File: src/rtl/jtag_uart_cmd_decoder.sv
// Host command decoder: polls the JTAG-UART data register, strips the escape layer,
// decodes LOAD/SELECT commands, streams pixel bytes and returns ACK/NAK replies.
//
// state     | meaning
// ----------+----------------------------------------------------------
// S_IDLE    | waiting for a command byte
// S_ERROR   | last command failed, oERR_CODE holds the cause
// S_SELECT  | range-check the requested frame index against NUM_IMAGES
// S_TRIGGER | one-cycle SDRAM write trigger before pixel streaming
// S_LOAD    | streaming pixel bytes until the frame-set byte count is hit
// S_DONE    | waiting for the completion ACK to leave the UART write path
// S_WAIT_ACK| waiting for the host to acknowledge the completed load
module jtag_uart_cmd_decoder #(
  parameter int          FRAME_BYTES_LOG2 = 20,
  parameter logic [7:0]  ESC_BYTE         = 8'hFE,
  parameter logic [7:0]  ACK_BYTE         = 8'hA5,
  parameter logic [7:0]  NAK_BYTE         = 8'hE0
) (
  input  logic        iCLK,
  input  logic        iRST,
  output logic        oJTAG_SLAVE_ADDR,
  output logic        oJTAG_SLAVE_RDREQ,
  input  logic [31:0] iJTAG_SLAVE_RDDATA,
  output logic        oJTAG_SLAVE_WRREQ,
  output logic [31:0] oJTAG_SLAVE_WRDATA,
  input  logic        iJTAG_SLAVE_WAIT,
  output logic [7:0]  oPIX_DATA,
  output logic        oPIX_VALID,
  input  logic        iPIX_READY,
  output logic [6:0]  oNUM_IMAGES,
  output logic        oTRIGGER_WRITE_SDRAM,
  output logic [5:0]  oFRAME_SEL,
  output logic        oFRAME_SEL_VALID,
  output logic        oBUSY,
  output logic        oERROR,
  output logic [1:0]  oERR_CODE
);

  localparam int CW = FRAME_BYTES_LOG2 + 7;

  typedef enum logic [2:0] {
    S_IDLE, S_ERROR, S_SELECT, S_TRIGGER, S_LOAD, S_DONE, S_WAIT_ACK
  } state_t;

  state_t          state_q, state_d;
  logic            esc_q, esc_d;
  logic [6:0]      num_q, num_d;
  logic [5:0]      fsel_q, fsel_d;
  logic            fsv_q, fsv_d;
  logic [5:0]      sel_idx_q, sel_idx_d;
  logic [1:0]      err_q, err_d;
  logic [CW-1:0]   cnt_q, cnt_d;
  logic            pix_valid_q, pix_valid_d;
  logic [7:0]      pix_data_q, pix_data_d;

  logic            rx_valid_q;
  logic [7:0]      rx_byte_q;
  logic            rd_q, wr_q;
  logic [7:0]      wr_byte_q;
  logic            tx_pend_q;
  logic [7:0]      tx_byte_q;

  logic            tx_req, tx_nak;
  logic            ev_data, ev_abort, ev_hack, ev_badesc;
  logic            launch, rd_allow;
  logic [CW-1:0]   term, cnt_inc;
  logic            unused_rddata;

  assign unused_rddata = &{1'b0, iJTAG_SLAVE_RDDATA[31:16], iJTAG_SLAVE_RDDATA[14:8]};

  // A fully loaded 64-frame set lands exactly on the counter MSB
  assign term    = {num_q, {FRAME_BYTES_LOG2{1'b0}}};
  assign cnt_inc = cnt_q + CW'(1);

  always_comb begin
    esc_d     = esc_q;
    ev_data   = 1'b0;
    ev_abort  = 1'b0;
    ev_hack   = 1'b0;
    ev_badesc = 1'b0;
    if (rx_valid_q) begin
      if (esc_q) begin
        esc_d = 1'b0;
        case (rx_byte_q)
          8'h00:    ev_abort  = 1'b1;
          8'h01:    ev_hack   = 1'b1;
          ESC_BYTE: ev_data   = 1'b1;
          default:  ev_badesc = 1'b1;
        endcase
      end else if (rx_byte_q == ESC_BYTE) begin
        esc_d = 1'b1;
      end else begin
        ev_data = 1'b1;
      end
    end
  end

  always_comb begin
    state_d     = state_q;
    num_d       = num_q;
    fsel_d      = fsel_q;
    fsv_d       = 1'b0;
    sel_idx_d   = sel_idx_q;
    err_d       = err_q;
    cnt_d       = cnt_q;
    pix_valid_d = pix_valid_q;
    pix_data_d  = pix_data_q;
    tx_req      = 1'b0;
    tx_nak      = 1'b0;

    if (pix_valid_q && iPIX_READY) begin
      pix_valid_d = 1'b0;
      cnt_d       = cnt_inc;
      if (cnt_inc == term) begin
        tx_req  = 1'b1;
        state_d = S_DONE;
      end
    end

    case (state_q)
      S_SELECT: begin
        if ({1'b0, sel_idx_q} < num_q) begin
          fsel_d  = sel_idx_q;
          fsv_d   = 1'b1;
          err_d   = 2'd0;
          tx_req  = 1'b1;
          state_d = S_IDLE;
        end else begin
          err_d   = 2'd3;
          tx_req  = 1'b1;
          tx_nak  = 1'b1;
          state_d = S_ERROR;
        end
      end
      S_TRIGGER: state_d = S_LOAD;
      S_DONE: begin
        if (!tx_pend_q && !wr_q) state_d = S_WAIT_ACK;
      end
      default: ;
    endcase

    if (ev_abort) begin
      pix_valid_d = 1'b0;
      cnt_d       = '0;
      err_d       = 2'd0;
      tx_req      = 1'b1;
      tx_nak      = 1'b0;
      state_d     = S_IDLE;
    end else if (ev_badesc) begin
      err_d   = 2'd2;
      tx_req  = 1'b1;
      tx_nak  = 1'b1;
      state_d = S_ERROR;
    end else if (ev_hack) begin
      if (state_q == S_WAIT_ACK) begin
        state_d = S_IDLE;
      end else begin
        err_d   = 2'd3;
        tx_req  = 1'b1;
        tx_nak  = 1'b1;
        state_d = S_ERROR;
      end
    end else if (ev_data) begin
      case (state_q)
        S_IDLE, S_ERROR: begin
          if (rx_byte_q[7:6] == 2'b10) begin
            num_d   = {1'b0, rx_byte_q[5:0]} + 7'd1;
            cnt_d   = '0;
            err_d   = 2'd0;
            state_d = S_TRIGGER;
          end else if (rx_byte_q[7:6] == 2'b11) begin
            sel_idx_d = rx_byte_q[5:0];
            state_d   = S_SELECT;
          end else begin
            err_d   = 2'd1;
            tx_req  = 1'b1;
            tx_nak  = 1'b1;
            state_d = S_ERROR;
          end
        end
        S_LOAD: begin
          pix_valid_d = 1'b1;
          pix_data_d  = rx_byte_q;
        end
        S_WAIT_ACK: begin
          err_d   = 2'd3;
          tx_req  = 1'b1;
          tx_nak  = 1'b1;
          state_d = S_ERROR;
        end
        default: ;
      endcase
    end
  end

  always_ff @(posedge iCLK or posedge iRST) begin
    if (iRST) begin
      state_q     <= S_IDLE;
      esc_q       <= 1'b0;
      num_q       <= '0;
      fsel_q      <= '0;
      fsv_q       <= 1'b0;
      sel_idx_q   <= '0;
      err_q       <= '0;
      cnt_q       <= '0;
      pix_valid_q <= 1'b0;
      pix_data_q  <= '0;
    end else begin
      state_q     <= state_d;
      esc_q       <= esc_d;
      num_q       <= num_d;
      fsel_q      <= fsel_d;
      fsv_q       <= fsv_d;
      sel_idx_q   <= sel_idx_d;
      err_q       <= err_d;
      cnt_q       <= cnt_d;
      pix_valid_q <= pix_valid_d;
      pix_data_q  <= pix_data_d;
    end
  end

  // Bus owner: one Avalon access at a time, pending reply beats polling
  assign launch   = !rd_q && !wr_q && tx_pend_q;
  assign rd_allow = !tx_pend_q && !tx_req && !pix_valid_q && !rx_valid_q;

  always_ff @(posedge iCLK or posedge iRST) begin
    if (iRST) begin
      rx_valid_q <= 1'b0;
      rx_byte_q  <= '0;
      rd_q       <= 1'b0;
      wr_q       <= 1'b0;
      wr_byte_q  <= '0;
      tx_pend_q  <= 1'b0;
      tx_byte_q  <= '0;
    end else begin
      rx_valid_q <= 1'b0;
      if (rd_q) begin
        if (!iJTAG_SLAVE_WAIT) begin
          if (iJTAG_SLAVE_RDDATA[15]) begin
            rx_valid_q <= 1'b1;
            rx_byte_q  <= iJTAG_SLAVE_RDDATA[7:0];
            rd_q       <= 1'b0;
          end else begin
            rd_q <= rd_allow;
          end
        end
      end else if (wr_q) begin
        if (!iJTAG_SLAVE_WAIT) wr_q <= 1'b0;
      end else if (tx_pend_q) begin
        wr_q      <= 1'b1;
        wr_byte_q <= tx_byte_q;
      end else if (rd_allow) begin
        rd_q <= 1'b1;
      end

      // Single-entry reply slot: a queued NAK is never overwritten by an ACK
      if (tx_req) begin
        tx_pend_q <= 1'b1;
        if (!(tx_pend_q && !launch && tx_byte_q == NAK_BYTE))
          tx_byte_q <= tx_nak ? NAK_BYTE : ACK_BYTE;
      end else if (launch) begin
        tx_pend_q <= 1'b0;
      end
    end
  end

  assign oJTAG_SLAVE_ADDR     = 1'b0;
  assign oJTAG_SLAVE_RDREQ    = rd_q;
  assign oJTAG_SLAVE_WRREQ    = wr_q;
  assign oJTAG_SLAVE_WRDATA   = {24'd0, wr_byte_q};
  assign oPIX_DATA            = pix_data_q;
  assign oPIX_VALID           = pix_valid_q;
  assign oNUM_IMAGES          = num_q;
  assign oTRIGGER_WRITE_SDRAM = (state_q == S_TRIGGER);
  assign oFRAME_SEL           = fsel_q;
  assign oFRAME_SEL_VALID     = fsv_q;
  assign oBUSY                = (state_q != S_IDLE) && (state_q != S_ERROR);
  assign oERROR               = (state_q == S_ERROR);
  assign oERR_CODE            = err_q;

endmodule

File: config.mk
export PLATFORM = sky130hd
export DESIGN_NAME = jtag_uart_cmd_decoder
export DESIGN_NICKNAME = d
export VERILOG_FILES = /design/src/rtl/jtag_uart_cmd_decoder.sv
export SDC_FILE = /design/constraint.sdc
export NUM_CORES = 1
export LEC_CHECK = 0
export ABC_CLOCK_PERIOD_IN_PS = 2800
export CORE_UTILIZATION = 45
export DETAILED_ROUTE_END_ITERATION = 6
export GPL_ROUTABILITY_DRIVEN = 0
export PLACE_DENSITY_LB_ADDON = 0.08
export SETUP_SLACK_MARGIN = 0.4
export SYNTH_ARGS = -nofsm -noshare
export SYNTH_HDL_FRONTEND = slang
export SYNTH_SLANG_ARGS = --single-unit
File: constraint.sdc
create_clock -name iCLK -period 2.8 [get_ports iCLK]
set_input_delay 0.56 -clock iCLK [delete_from_list [all_inputs] [get_ports iCLK]]
set_output_delay 0.56 -clock iCLK [all_outputs]
set_load 0.03 [all_outputs]
# [After elaboration in Yosys (flattened, before gate mapping)]
# Index checks and enable logic that the tools add are counted.
[word_totals] reg_bits=90 input_bits=36 output_inout_bits=63 word_cells=159
[op_classes] addsub=2 magnitude_cmp=1 eq_ne=13 muxes=88 n_bitwise=8 reduce_logical=30
[op_table] operator="$mux 27" count=7
[op_table] operator="$mux 1" count=57
[op_table] operator="$add 27x1->27 const B" count=1
[op_table] operator="$eq 27x27->1" count=1
[op_table] operator="$mux 2" count=11
[op_table] operator="$mux 3" count=7
[op_table] operator="$eq 8x8->1 const B" count=2
[op_table] operator="$logic_and 1x1->1" count=10
[op_table] operator="$eq 3x3->1 const B" count=3
[op_table] operator="$pmux 3 s3" count=1
[op_table] operator="$eq 8x1->1 const B" count=1
[op_table] operator="$logic_not 8->1" count=1
[op_table] operator="$not 1->1" count=8
[op_table] operator="$add 6x1->7 const B" count=1
[op_table] operator="$logic_not 1->1" count=7
[op_table] operator="$lt 6x7->1" count=1
[op_table] operator="$mux 7" count=1
[op_table] operator="$reduce_and 7->1" count=1
[op_table] operator="$eq 3x2->1 const B" count=2
[op_table] operator="$pmux 3 s2" count=1
[op_table] operator="$reduce_and 3->1" count=2
[op_table] operator="$reduce_and 6->1" count=1
[op_table] operator="$reduce_and 5->1" count=1
[op_table] operator="$eq 2x2->1 const B" count=2
[op_table] operator="10 further kinds" count=12

# [Depth between registers and ports, before layout]
# Gate-level depths: netlist (run 1).
[depth] depth_word=20 depth_mapped=13 mapped_depth_nobuf=13

# [Worst setup path before layout (run 1)]
# No wires, ideal clock.
[synth_path] kind="flip-flop to flip-flop" start="register rx_byte_q[0]" end="register tx_byte_q[2]" setup_time_ns=0.136 arrival_time_ns=2.212 required_time_ns=2.664 setup_slack_ns=0.451 path_stages_with_launch=13 n_path_buf=0 synth_period_minus_slack_ns=2.349 cell_sequence="dfrtp_1 > inv_1 > ha_1 > nand2_1 > or3_1 > inv_1 > ha_1 > nand2_1 > a21oi_1 > mux2i_1 > o211ai_1 > a31oi_1 > a211oi_1"
[synth_via] elab_chain_cells=9 elab_cells_between_ends=27 cone_classes="2 x eq/ne; 22 x mux; 3 x reduce/logical"
[synth_rtl] element="start: declaration" line_no="57" text="logic [7:0] rx_byte_q;"
[synth_rtl] element="start signal: assignment" line_no="241" text="rx_byte_q <= iJTAG_SLAVE_RDDATA[7:0];"
[synth_rtl] element="$eq 8x8->1" line_no="84, 90"
[synth_rtl] element="$mux 1 (on tied branches)" line_no="90, 84"
[synth_rtl] element="$mux 1" line_no="82" text="if (esc_q) begin"
[synth_rtl] element="$mux 1" line_no="81" text="if (rx_valid_q) begin"
[synth_rtl] element="$mux 1" line_no="163" text="end else if (ev_data) begin"
[synth_rtl] element="$mux 1" line_no="154" text="end else if (ev_hack) begin"
[synth_rtl] element="$mux 1" line_no="149" text="end else if (ev_badesc) begin"
[synth_rtl] element="$mux 1" line_no="142" text="if (ev_abort) begin"
[synth_rtl] element="$mux 7 / $reduce_and 2->1 (equally long branches)"
[synth_rtl] element="end signal: assignment" line_no="260" text="tx_byte_q <= tx_nak ? NAK_BYTE : ACK_BYTE;"
[synth_rtl] element="end: declaration" line_no="61" text="logic [7:0] tx_byte_q;"
# Several ways; a longest one is shown, not always the timed one.
# A chain may end at the register's enable or synchronous reset.

# [Worst setup path in the final report (run 1)]
[layout_path] start="register cnt_q[14]" end="register tx_byte_q[6]"
[layout_via] elab_chain_cells=13 elab_cells_between_ends=14 cone_classes="1 x add/sub; 1 x eq/ne; 11 x mux; 1 x reduce/logical"
[layout_rtl] element="start: declaration" line_no="52" text="logic [CW-1:0] cnt_q, cnt_d;"
[layout_rtl] element="start signal: assignment" line_no="216" text="cnt_q <= cnt_d;"
[layout_rtl] element="$add 27x1->27 (*)" line_no="73" text="assign cnt_inc = cnt_q + CW'(1);"
[layout_rtl] element="$eq 27x27->1 (*)" line_no="114" text="if (cnt_inc == term) begin"
[layout_rtl] element="$mux 1 (*)" line_no="114"
[layout_rtl] element="$mux 1 (*)" line_no="111" text="if (pix_valid_q && iPIX_READY) begin"
[layout_rtl] element="$mux 1 (*)" line_no="120" text="case (state_q)"
[layout_rtl] element="$mux 1" line_no="171" text="end else if (rx_byte_q[7:6] == 2'b11) begin"
[layout_rtl] element="$mux 1" line_no="166" text="if (rx_byte_q[7:6] == 2'b10) begin"
[layout_rtl] element="$pmux 1 s2" line_no="164" text="case (state_q)"
[layout_rtl] element="$mux 1" line_no="163"
[layout_rtl] element="$mux 1 (*)" line_no="154"
[layout_rtl] element="$mux 1 (*)" line_no="149"
[layout_rtl] element="$mux 1 (*)" line_no="142"
[layout_rtl] element="$reduce_and 2->1 (no source line) (*)"
# Mark *: on every way between the ends. The rest lies on a longest branch, timed or not.

==> run metrics, run 1 <==
CTS tree=yes; antenna violations before repair=0; H-tree levels=3; Synth Flop Type=dfrtp_1; Post-synth ARST share=100%; ANT cells=0; share of cells above drive strength 1=24.6%; hold path start=tx_byte_q[5]; WS Path Type=reg -> reg; worst vdd ir=0.000616 V; first-pass GRT wire length=19,400 microns; Routed WL=12,100 microns; Die X=106 microns; DR vias=4,155; clock skew=0.0104 ns; LEAKAGE=2.76 nW; pwr dens=863 nW/um^2; Worst Path Arrival=2.75 ns; r2r startpoint=cnt_q[14]; register area share after synthesis=40.8%; overall global routing resource usage=22.3%; die area=11,300 sq um; fin. max-slew vios=0; cts bufs inserted=9; setup violators final=0; Max Fclk=0.404 GHz; outcome=finished clean; Worst setup SP type=flip-flop; Worst setup startpoint=cnt_q[14]; PortBufs=47; Clock Latency Late Sink=0.38 ns; CTS sink count=80; root buf cell=clkbuf_8; CP max FO=8; Core Rows=37; drt first pass iters=5; largest net degree at the start of global routing=33; boundary pin count=99; core region area=10,500 sq um; Layout area overhead=26.2%; max cap viols=0; Synth area leaders=dfrtp_1, mux2_2, buf_4, nand2_1, xor2_1; drt first-iter violations=210; Reg clk slew, reported paths=0.08 ns; vias per cell=5.45; max_slew headroom=66.2%; Post-Syn Instances=531; Ys Warns=0; vias in the first global route=3,893; worst r2r dst=tx_byte_q[6]; post-synth top area share=40.8%; Setup TNS=0 ns; DR WL/cell=15.8 microns; reg2reg setup slack=0.32 ns; Die Height=106 microns; Residual DRC=0; crit path to=tx_byte_q[6]; Post-synth EDFFs=0; min-delay worst type=reg -> reg; RSZ-0062 raised after global routing=true; Final Hold Fails=0; critical path endpoint category=flip-flop; Max Root-Sink Buffers=2; Worst Tran Pin Value=0.506 ns; post-route minimum period=2.48 ns; worst endpoint required time=3.07 ns; Seq cells post-synth=80; post-route ant nets=0; total power draw=5.35 mW; cell taking the most area after synthesis=dfrtp_1; final worst path period share=88.5%; Avg Cell Area, Syn=9.25 sq um; Initial Utilization=46.9%; R2R depth=7; Post-Syn Area=4910 sq um; post-synth cell types=58; hpwl dp=8610 microns; GRT overflow=0; nets=668
[critical path, cell delays in order, from the launching register on]
cell       delay, ns
dfrtp_2         0.48
inv_1           0.07
or4_1           0.58
a2111oi_4       0.37
o22ai_1         0.14
nor4_2          0.20
a31oi_2         0.19
a211o_1         0.32
[cells in the mapped netlist, types with 2 or more instances]
cell type / n
a21oi_1: 13
a311oi_1: 2
a31o_2: 2
a31oi_1: 7
and2_1: 6
and3_1: 4
and4_1: 7
buf_2: 10
buf_4: 35
buf_6: 5
clkbuf_1: 7
dfrtp_1: 80
ha_1: 11
inv_1: 18
mux2_2: 24
mux2i_1: 2
nand2_1: 62
nand2b_1: 5
nand3_1: 21
nand3b_1: 2
nand4_1: 18
nand4b_1: 2
nor2_1: 54
nor2b_1: 4
nor3_1: 9
nor3b_1: 2
nor4_1: 5
nor4_2: 2
nor4bb_1: 2
o2111a_1: 2
o211ai_1: 5
o21ai_0: 23
o22ai_1: 2
o31ai_1: 4
o41ai_1: 2
or3_1: 4
xnor2_1: 23
xor2_1: 25
[metal layers]
| layer | up-vias | wire length [microns] | track usage [%] |
|---|---|---|---|
| met4 | 0 | 292 | 8.51 |
| met5 | - | 0 | 0 |
| met1 | 1968 | 5440 | 29.6 |
| met3 | 28 | 863 | 6.50 |
| li1 | 1978 | - | - |
| met2 | 181 | 5480 | 34.3 |
[final cells by class]
class                      instances  area, sq um
multi-input combinational        403         2750
fill                             944         4270
sequential                        80         2020
clock inverter                     5         63.8
tap                              136          170
timing repair buffer             109          981
inverter                          18         73.8
clock buffer                      11          141
[sequential cells by signal, summed over array words and instances, names as in the netlist]
name,count
oERR_CODE,2
oJTAG_SLAVE_RDREQ,1
state_q,3
rx_valid_q,1
tx_byte_q,3
oPIX_VALID,1
cnt_q,27
rx_byte_q,8
sel_idx_q,6
esc_q,1
tx_pend_q,1
oFRAME_SEL,6
oPIX_DATA,8
oNUM_IMAGES,7
oFRAME_SEL_VALID,1
oJTAG_SLAVE_WRREQ,1
wr_byte_q,3
[cells in the final DEF (no fill, tap or decap), types with 4 or more instances in the layout]
cell type	count
ha_1	7
mux2_4	6
nand3_1	21
a21oi_1	12
dfrtp_1	67
nor3_1	7
nor4_2	5
xor2_1	25
nand4_1	18
buf_4	57
nand2_1	60
nor2_1	52
and3_1	4
o211ai_1	5
nand2b_1	5
conb_1	28
dfrtp_2	13
o31ai_1	4
and4_1	5
clkdlybuf4s50_1	44
and2_1	6
clkbuf_8	10
xnor2_1	22
inv_1	15
mux2_2	18
a31oi_1	5
o21ai_0	21
[how the worst min path moves through the flow]
stage | end | depth (start not counted) | slack (ns)
after floorplan | tx_byte_q[5] | 1 | 0.45
after global placement | tx_byte_q[5] | 1 | 0.49
after detailed placement | oFRAME_SEL[3] | 1 | 0.50
after CTS | oPIX_DATA[5] | 1 | 0.52
after global routing | oPIX_DATA[5] | 1 | 0.53
final | tx_byte_q[5] | 1 | 0.51
[report_power, final]
group | switching, mW | total (mW) | leakage, nW | internal (mW)
Sequential | 0.344 | 1.85 | 1.03 | 1.50
Combinational | 1.41 | 2.60 | 1.63 | 1.18
Clock | 0.460 | 0.904 | 0.101 | 0.444
Total | 2.22 | 5.35 | 2.76 | 3.13
[metrics by stage]
| stage | cells | worst slack [ns] | utilization, % | hold slack [ns] | area, sq um |
|---|---|---|---|---|---|
| global route | 762 | 0.239 | 59.2 | 0.531 | 6190 |
| floorplan | 558 | 0.451 | - | 0.452 | 5010 |
| CTS | 749 | 0.347 | 56.9 | 0.518 | 5950 |
| detailed placement | 726 | 0.115 | 53.6 | 0.495 | 5610 |
| global placement | 726 | 0.160 | 53.6 | 0.489 | 5610 |
| finish | 762 | 0.322 | 59.2 | 0.512 | 6190 |
[cells by family (layout without fill, tap and decap cells)]
group           Yosys count  count (layout)  synth area share [%]
other cells               1              28                0.0764
compound gates           73              73                  9.76
mux                      26              26                  5.91
flops                    80              80                  40.8
xor+xnor                 48              48                  8.56
simple gates            217             217                  22.7
fa+ha+maj                11              11                  2.80
buf+inv                  75             143                  9.43
[timing repair]
action,in CTS,in global routing
setup buffers,7,13
hold buffers,0,0
resized for setup,23,40
setup endpoints to repair,18,50
pin swaps,2,12
Note: power is estimated with default switching activity, not from simulation.
==> inputs of run 2 (changes only) <==
SLEW_MARGIN = 15   (was not set)
==> results of run 2 <==
Final layout, timing and power as in run 1 (identical DEF).
==> inputs of run 3 (changes only) <==
GPL_TIMING_DRIVEN = 0   (was not set)
==> run 3 against run 2 <==
  * Clock power up 10%
  * Total power up 4.6%
  * Worst hold slack worse by 0.010 ns
  * Utilization up 4.0 points
  * Non-clock buffer count up 39
  * Sequential share of layout area down 2.1 points
  * Maximum frequency down 1.1%
  * Setup slack worse by 0.028 ns
  * Global-route usage up 0.13 points
  * Combinational power up 6%
  * Sequential power about the same
  * Die area unchanged
==> run metrics, run 3 (synthesized netlist as in run 1, its figures left out) <==
outcome=finished clean; metal1 wirelength=5620 microns; Reg clk slew, reported paths=0.09 ns; vias per cell=5.42; largest net degree at the start of global routing=31; Layout area overhead=34.7%; LEAKAGE=3.01 nW; antenna violations before repair=0; reg2reg setup slack=0.29 ns; Residual DRC=0; Hold Slack=0.502 ns; PortBufs=47; hold-critical path endpoint=tx_byte_q[5]; Routed WL=12,700 microns; WL met2=5950 microns; Max Root-Sink Buffers=2; max cap viols=0; Setup WS post-layout=0.294 ns; crit-path cells=buf_6 -> nand4_4 -> or4_4 -> a2111oi_4 -> o22ai_2 -> nor4_2 -> a31oi_2 -> buf_4 -> a211o_1; Clock Latency Late Sink=0.37 ns; total power draw=5.60 mW; H-tree levels=3; worst endpoint required time=3.06 ns; worst vdd ir=0.000536 V; slowest CP cell=or4_4; hold path start=tx_byte_q[5]; worst r2r dst=tx_byte_q[6]; commonest non-fill, non-tap cell in the layout=buf_4; fin. max-slew vios=0; DR WL/cell=15.8 microns; Setup TNS=0 ns; Max Fclk=0.399 GHz; drt first-iter violations=322; top routing layer used=met4; final std cells w/o fill=802; Worst Tran Pin Value=0.531 ns; share of cells above drive strength 1=29.9%; max_slew headroom=64.5%; met3 WL=689 microns; first-pass GRT wire length=20,000 microns; die area=11,300 sq um; min-delay worst type=reg -> reg; DR vias=4,344; R2R depth=9; ANT cells=0; post-route minimum period=2.51 ns; slowest cell delay on critical path=0.55 ns; Worst Path Arrival=2.76 ns; critical path endpoint category=flip-flop; boundary pin count=99; cts bufs inserted=9; core region area=10,500 sq um; Largest register FFs=27; Initial Utilization=46.9%; overall global routing resource usage=22.4%; hpwl dp=8520 microns; GRT overflow=0; vias in the first global route=4,045; Worst setup SP type=flip-flop; root buf cell=clkbuf_8; drt first pass iters=4; r2r startpoint=cnt_q[15]; WS Path Type=reg -> reg; CTS sink count=80; Core Rows=37; Biggest register=cnt_q; commonest cells after routing, fill and taps aside=buf_4, dfrtp_1, nand2_1; Die Height=106 microns; setup violators final=0; nets=708; CP max FO=4; Inst Count DP=743; pwr dens=846 nW/um^2; CTS tree=yes; Die X=106 microns; Final Hold Fails=0; clock skew=0.0143 ns; Place WS=-0.188 ns; RSZ-0062 raised after global routing=true; final worst path period share=89.5%; hold depth=1; post-route ant nets=0
-- run 3: worst max-delay path by stage --
stage	start	end	slack, ns	cells after the start
2_1_floorplan	rx_byte_q[0]	tx_byte_q[2]	0.45	12
3_3_place_gp	rx_byte_q[0]	tx_byte_q[2]	-0.13	12
3_5_place_dp	rx_byte_q[0]	tx_byte_q[2]	-0.19	12
4_1_cts	cnt_q[15]	tx_byte_q[6]	0.31	9
5_1_grt	cnt_q[4]	tx_byte_q[6]	0.14	9
6_report	cnt_q[15]	tx_byte_q[6]	0.29	9
-- run 3: area by class of cell --
type                    instances  area (sq um)
flip-flops and latches         80          2010
repair buffers                 91           837
clock inverters                 7           104
plain buffers                  57           452
clock buffers                   9           124
fillers                       864          3850
inverters                      18          73.8
well taps                     136           170
multi-input cells             404          2840
-- run 3: timing repair --
action                                  in CTS  in global routing
hold buffers                                 0                  0
pin swaps                                   15                 16
setup buffers                               23                 19
gates resized for setup                     51                 50
gates cloned                                 0                  1
endpoints found under the setup margin      66                 62
-- run 3: critical path: cells and delay by family (launching register included) --
| family | cells | cell delay (ns) |
|---|---|---|
| flip-flops | 1 | 0.35 |
| buffers and inverters | 2 | 0.28 |
| AND/OR/NAND/NOR | 3 | 0.96 |
| AO/OA/AOI/OAI | 4 | 0.80 |
-- run 3: where the power goes --
part	total (mW)	leakage (nW)	switching, mW	internal, mW
logic	2.75	1.87	1.51	1.25
clock network	0.998	0.108	0.485	0.513
registers	1.84	1.04	0.338	1.51
-- run 3: through the flow --
step | area, sq um | utilization (%)
2_1_floorplan | 5010 | -
6_report | 6610 | 63.2
3_3_place_gp | 5660 | 54.1
4_1_cts | 6280 | 60.1
3_5_place_dp | 5700 | 54.4
5_1_grt | 6610 | 63.2
-- run 3: routing by layer --
metal	up-vias	track usage, %
met5	-	0
met4	0	8.51
met3	39	4.23
met2	163	36.2
met1	2094	29.8
li1	2048	-
